===== src/rtl/alu_pkg.sv =====
// Shared ALU definitions: default operand width and opcode encodings.
package alu_pkg;

  // Default operand width; the result is always twice this wide.
  localparam int ALU_WIDTH_DEFAULT = 4;

  // Operation select. All eight codes are assigned so no opcode is undefined.
  typedef enum logic [2:0] {
    OP_ADD  = 3'b000,
    OP_SUB  = 3'b001,
    OP_MUL  = 3'b010,
    OP_AND  = 3'b011,
    OP_OR   = 3'b100,
    OP_NOT  = 3'b101,
    OP_XOR  = 3'b110,
    OP_XNOR = 3'b111
  } alu_op_e;

endpackage


===== src/rtl/alu_comb.sv =====
// Combinational datapath: maps (a, b, opcode) to a 2*WIDTH-bit result.
// Arithmetic works on zero-extended operands, so ADD and MUL cannot overflow
// and SUB wraps modulo 2^(2*WIDTH). Logic ops fill only the low WIDTH bits.
module alu_comb
  import alu_pkg::*;
#(
  parameter int WIDTH = ALU_WIDTH_DEFAULT
) (
  input  logic [WIDTH-1:0]   a,
  input  logic [WIDTH-1:0]   b,
  input  logic [2:0]         opcode,
  output logic [2*WIDTH-1:0] result
);

  logic [2*WIDTH-1:0] a_ext;
  logic [2*WIDTH-1:0] b_ext;
  logic [WIDTH-1:0]   zero_hi;

  assign a_ext   = {{WIDTH{1'b0}}, a};
  assign b_ext   = {{WIDTH{1'b0}}, b};
  assign zero_hi = '0;

  // Operation decode; the default arm keeps the output defined for any code.
  always_comb begin
    result = '0;
    case (alu_op_e'(opcode))
      OP_ADD:  result = a_ext + b_ext;
      OP_SUB:  result = a_ext - b_ext;
      OP_MUL:  result = a_ext * b_ext;
      OP_AND:  result = {zero_hi, a & b};
      OP_OR:   result = {zero_hi, a | b};
      OP_NOT:  result = {zero_hi, ~a};
      OP_XOR:  result = {zero_hi, a ^ b};
      OP_XNOR: result = {zero_hi, ~(a ^ b)};
      default: result = '0;
    endcase
  end

endmodule


===== src/rtl/alu.sv =====
// ALU top: one register stage behind the combinational datapath.
// A valid input is captured on the edge it is presented; rslt holds its
// value when no valid input arrives. Reset is synchronous and wins over
// in_valid, discarding any operation presented in the same cycle.
module alu
  import alu_pkg::*;
#(
  parameter int WIDTH = ALU_WIDTH_DEFAULT
) (
  input  logic               clk,
  input  logic               rst,
  input  logic [WIDTH-1:0]   a,
  input  logic [WIDTH-1:0]   b,
  input  logic [2:0]         opcode,
  input  logic               in_valid,
  output logic [2*WIDTH-1:0] rslt,
  output logic               out_valid
);

  logic [2*WIDTH-1:0] comb_result;
  logic [2*WIDTH-1:0] rslt_d;
  logic [2*WIDTH-1:0] rslt_q;
  logic               out_valid_d;
  logic               out_valid_q;

  alu_comb #(
    .WIDTH (WIDTH)
  ) u_alu_comb (
    .a      (a),
    .b      (b),
    .opcode (opcode),
    .result (comb_result)
  );

  // Next-state: load on valid, otherwise hold; out_valid follows in_valid.
  always_comb begin
    rslt_d      = rslt_q;
    out_valid_d = in_valid;
    if (in_valid) begin
      rslt_d = comb_result;
    end
  end

  // Output registers with synchronous reset taking priority.
  always_ff @(posedge clk) begin
    if (rst) begin
      rslt_q      <= '0;
      out_valid_q <= 1'b0;
    end else begin
      rslt_q      <= rslt_d;
      out_valid_q <= out_valid_d;
    end
  end

  assign rslt      = rslt_q;
  assign out_valid = out_valid_q;

endmodule


===== config.mk =====
export PLATFORM = sky130hd
export DESIGN_NAME = alu
export DESIGN_NICKNAME = d
export VERILOG_FILES = /design/src/rtl/alu_pkg.sv /design/src/rtl/alu_comb.sv /design/src/rtl/alu.sv
export SDC_FILE = /design/constraint.sdc
export NUM_CORES = 1
export LEC_CHECK = 0
export CAP_MARGIN = 10
export CORE_UTILIZATION = 55
export CTS_BUF_LIST = sky130_fd_sc_hd__clkbuf_2
export CTS_CLUSTER_DIAMETER = 200
export DETAILED_ROUTE_END_ITERATION = 6
export MAX_ROUTING_LAYER = met4
export PLACE_DENSITY = 0.8
export SYNTH_ARGS = -nofsm -noshare
export SYNTH_HDL_FRONTEND = slang
export SYNTH_SLANG_ARGS = --single-unit

===== constraint.sdc =====
create_clock -name clk -period 4.2 [get_ports clk]
set_input_delay 0.84 -clock clk [delete_from_list [all_inputs] [get_ports clk]]
set_output_delay 0.84 -clock clk [all_outputs]
set_load 0.02 [all_outputs]

-- Yosys cells after proc, flatten, opt, wreduce, memory -nomap -nowiden
Index checks and enable logic that the tools add are counted.
- add/sub/neg operators: 2
- multipliers: 1
- eq/ne operators: 7
- multiplexer cells: 1
- bitwise operators: 5
- reductions and logical operators: 1
- operators by type and width (kind ; count):
    $pmux W8 S8 ; 1
    $eq A3 B3 Y1 const B ; 4
    $mul A4 B4 Y8 ; 1
    $not A4 Y4 ; 2
    $eq A3 B2 Y1 const B ; 2
    $add A4 B4 Y5 ; 1
    $sub A4 B4 Y5 ; 1
    $and A4 B4 Y4 ; 1
    $or A4 B4 Y4 ; 1
    $xor A4 B4 Y4 ; 1
    $eq A3 B1 Y1 const B ; 1
    $logic_not A3 Y1 ; 1
- bits in registers: 9
- bits of input ports: 14
- output and inout port bits: 9
- logic and storage cells: 19

-- Longest topological paths before layout
Gate-level depths: netlist of run 1.
- depth after elaboration: 3
- mapped depth: 12
- depth with buffers taken out: 12

-- By module
Synthesis of run 1 repeated with hierarchy kept, for this count alone.
- cell total of the unflattened synthesis: 174
- area total of the unflattened synthesis: 1440.1 sq um
- by module, submodules not included (module ; times used ; cells an instance ; area each (sq um) ; seq. area each (sq um)):
    alu_comb ; 1 ; 146 ; 1127.3 ; 0.0
    alu ; 1 ; 28 ; 312.8 ; 180.2

-- Least setup slack after synthesis of run 1
Ideal clock, no wire load.
- path kind: input -> register
- from: in b[3]
- to: reg rslt_q[3], in the netlist rslt[3]
- setup time: 141 ps
- arrival time: 3188 ps
- data required time: 4059 ps
- path slack: 871 ps
- stages: 11
- path buffers: 0
- cells stage by stage: nand2_1 -> fa_1 -> inv_1 -> fa_1 -> inv_1 -> fa_1 -> nor2_1 -> a21oi_1 -> o21ai_0 -> a221oi_1 -> a2111oi_2
- longest elaborated chain between the ends: 3
- elaborated cells between the ends (all ways): 8
- classes of those cells: 2 x add/sub; 1 x mul; 1 x mux; 4 x bitwise
- RTL lines (item ; RTL line ; source):
    start: declaration ; alu.sv:13 ; input logic [WIDTH-1:0] b,
    parallel branches: the longest is 2 deep, another holds $mul A4 B4 Y8 ; n/a ;
    $pmux W8 S8 (*) ; alu_comb.sv:26 ; case (alu_op_e'(opcode))
    end signal: assignment ; alu.sv:50 ; rslt_q <= rslt_d;
    end: declaration ; alu.sv:22 ; logic [2*WIDTH-1:0] rslt_q;
Every way passes the cells marked *.
A chain may end at the register's enable or synchronous reset.

-- Worst setup path after layout of run 1
- from: in a[2]
- to: reg rslt_q[6], in the netlist rslt[6]
- longest elaborated chain between the ends: 2
- elaborated cells between the ends (all ways): 3
- classes of those cells: 1 x add/sub; 1 x mul; 1 x mux
- RTL lines (item ; RTL line ; source):
    start: declaration ; alu.sv:12 ; input logic [WIDTH-1:0] a,
    $mul A4 B4 Y8 / $sub A4 B4 Y5 (equally long branches) ; alu_comb.sv:29, alu_comb.sv:28 ;
    $pmux W8 S8 (*) ; alu_comb.sv:26 ;
Every way passes the cells marked *; elsewhere a longest branch is shown, timed or not.

==> metrics.md, run 1 <==
| Metric | Value |
|---|---|
| Sequential fraction of the synthesis area | `0.134` |
| Post-synth EDFFs | `0` |
| Via count | `1256` |
| Pwr Density | `200 nW/um2` |
| Yosys top cell by area | `ha_1` |
| Min Tclk post-route | `3830 ps` |
| Total global-route track usage | `0.271` |
| Core region area | `2250 um2` |
| CTS tree | `built` |
| Via/cell ratio | `5.76` |
| DIE WIDTH | `51.5 um` |
| Vias in the first global route | `1219` |
| CP Cell Sequence | `clkdlybuf4s50_1 -> ha_1 -> inv_1 -> fa_1 -> inv_1 -> ha_1 -> ha_1 -> nor2b_1 -> o21a_1 -> or3_1 -> a311oi_1 -> nor3_1` |
| Setup Skew | `0 ps` |
| Hold buffers post-CTS | `0` |
| Antenna cells | `0` |
| I/O pin total | `23` |
| Initial Utilization | `0.598` |
| Yosys reg bits | `9` |
| Fin Setup TNS | `0 ps` |
| Fin nets | `235` |
| Synth Flop Type | `dfxtp_1` |
| Largest net degree at the start of global routing | `19` |
| Ys async rst share | `0` |
| Die Ht | `51.5 um` |
| Post-CTS Resized | `0` |
| Mapped cell area | `1350 um2` |
| Max-cap violations | `0` |
| Final Cycle Share | `0.911` |
| Maximum vdd drop | `0.133 mV` |
| Synth cell types | `38` |
| DR WL/cell | `13.8 um` |
| Critical path arrival | `3980 ps` |
| Max incr delay on CP | `560 ps` |
| Synth cell count leaders | `ha_1 (24), inv_1 (24), nor2_1 (19)` |
| Status | `complete, no violations` |
| CTS Buf Count | `3` |
| Final Hold Fails | `0` |
| Critical-path top delay cell | `clkdlybuf4s50_1` |
| Final setup violation count | `0` |
| Die Footprint | `2650 um2` |
| CP most frequent cell | `ha_1` |
| Antenna-violating nets left | `0` |
| CTS H-tree depth | `1` |
| LEAKAGE | `0.753 nW` |
| Global route overflow | `0` |
| Max Clock Freq | `0.261 GHz` |
| Syn nets | `214` |
| Placed insts | `214` |
| TritonRoute pass-1 iters | `5` |
| First-pass GRT wire length | `5240 um` |
| Dpl hpwl | `2530 um` |
| Initial antenna violation count | `0` |
| Clock latency on the worst-skew pair | `250 ps` |
| Element type at the critical path end | `register` |
| GPL Wtd Cong | `0.864` |
| CTS Sinks | `9` |
| Max_slew headroom | `0.591` |
| Area delta synth->final | `18.0%` |
| PortBufs | `22` |
| Fill count | `202` |
| Worst-margin pin slew | `611 ps` |
| Maximum fanout along the worst path | `5` |
| Syn Area/Cell | `7.93 um2` |
| Routed WL | `3010 um` |
| Finished Layout Cells | `218` |
| Share of Yosys cell area claimed by the top area cell type | `0.223` |
| Synth Instances | `170` |
| Hold Path Class | `reg -> reg` |
| CP delay by family, top | `adder cells` |
| Worst EP required | `4360 ps` |
| Crit Path Category | `in -> reg` |
| Crit path launch type | `input pin` |
| Detailed Route Iter0 Violations | `44` |
| Post-CTS setup buffer count | `0` |
| CTS max path bufs | `2` |
| Final Max Slew Viols | `0` |
| Largest cells by area after synthesis | `ha_1 (22%), dfxtp_1 (13%), fa_1 (8.9%), inv_1 (6.7%), nor2_1 (5.3%)` |
| Clock-pin slew on the worst setup and hold paths | `110 ps` |
| Buffers & Inverters on Critical Path | `3` |
| Root Driver | `clkbuf_2` |
| DRC Markers | `0` |
| Row cnt | `17` |
| Fraction of layout cells with a size suffix above 1 | `0.0474` |
| Synth warn | `0` |
| RSZ-0062 raised after global routing | `no` |
-- stage by stage --
| step | hold WS, ps | total power, W | util | setup slack (ps) | area (um2) |
|---|---|---|---|---|---|
| 6_report | 479 | 0.000318 | 0.706 | 374 | 1590 |
| 5_1_grt | 506 | 0.000342 | 0.706 | 238 | 1590 |
| 4_1_cts | 481 | 0.000318 | 0.706 | 376 | 1590 |
| 3_5_place_dp | 465 | 0.000262 | 0.697 | 98.6 | 1570 |
| 3_3_place_gp | 464 | 0.000255 | 0.697 | 180 | 1570 |
| 2_1_floorplan | 548 | 0.000211 | - | 871 | 1350 |
-- area by class of cell --
| class | count | area, um2 | share of cell area |
|---|---|---|---|
| Clock buffer | 3 | 15.0 | 0.00943 |
| Clock inverter | 1 | 5.00 | 0.00314 |
| Inverter | 24 | 90.1 | 0.0566 |
| Multi-Input combinational cell | 130 | 1040 | 0.653 |
| Sequential cell | 9 | 180 | 0.113 |
| Tap cell | 28 | 35.0 | 0.0220 |
| Timing Repair Buffer | 23 | 228 | 0.143 |
-- cell families (layout without fill, tap and decap cells) --
family	count (synthesis)	after routing	synth area share
XOR/XNOR	7	7	0.0455
flip-flops	9	9	0.134
adder cells (fa/ha/maj)	30	30	0.312
AND/OR/NAND/NOR	51	51	0.179
buffers and inverters	31	51	0.0965
multiplexers	3	3	0.0408
AO/OA/AOI/OAI	39	39	0.193
-- tightest hold or removal path, cell delays in order (launching register included) --
cell and delay [ps]:
dfxtp_1 320, nor2_1 80, nor3_1 50
-- power by group --
| group | total, W | switching, W | leakage, nW | internal, W |
|---|---|---|---|---|
| Clock | 0.0000554 | 0.0000339 | 0.0164 | 0.0000215 |
| Sequential | 0.0000941 | 0.00000269 | 0.0745 | 0.0000914 |
| Combinational | 0.000168 | 0.0000914 | 0.662 | 0.0000767 |
| Total | 0.000318 | 0.000128 | 0.753 | 0.000190 |
-- placed cells by master, fill, tap and decap left out, types with 2 or more instances in the layout --
master           netlist  final
inv_1                 24     24
ha_1                  24     24
clkdlybuf4s50_1        0     22
nor2_1                19     19
nand2_1               10     10
a21oi_1               10     10
o21ai_0               10     10
dfxtp_1                9      9
nor3_1                 8      8
a211oi_1               6      6
xor2_1                 6      6
fa_1                   6      6
nor2b_1                3      3
clkbuf_2               0      3
and2_1                 2      2
mux4_2                 2      2
or3_1                  2      2
o21a_1                 2      2
nand2b_1               2      2
a221oi_1               2      2
-- state kept, by name (all words and copies together) (netlist names) --
name and count:
rslt 8, out_valid 1
-- path summary, 6_finish.rpt --
kind,slack [ps],endpoint,cells past startpoint,startpoint
min,480,rslt[2],2,rslt[2]
min reg2reg,480,rslt[2],2,rslt[2]
max reg2reg,3340,rslt[7],3,rslt[7]
max,370,rslt[6],12,a[2]
-- per-layer routing --
| layer | up-vias | routed length, um | track usage |
|---|---|---|---|
| li1 | 629 | - | - |
| met1 | 580 | 1370 | 0.325 |
| met2 | 38 | 1470 | 0.461 |
| met3 | 9 | 97 | 0.0292 |
| met4 | 0 | 72 | 0.113 |
| met5 | - | 0 | - |
Note: power is estimated with default switching activity, not from simulation.
==> run 2, diff against run 1 <==
Settings changed: CAP_MARGIN 10 to default.
==> results of run 2 <==
Same layout as run 1: the final DEF is identical, and so are final timing and power.
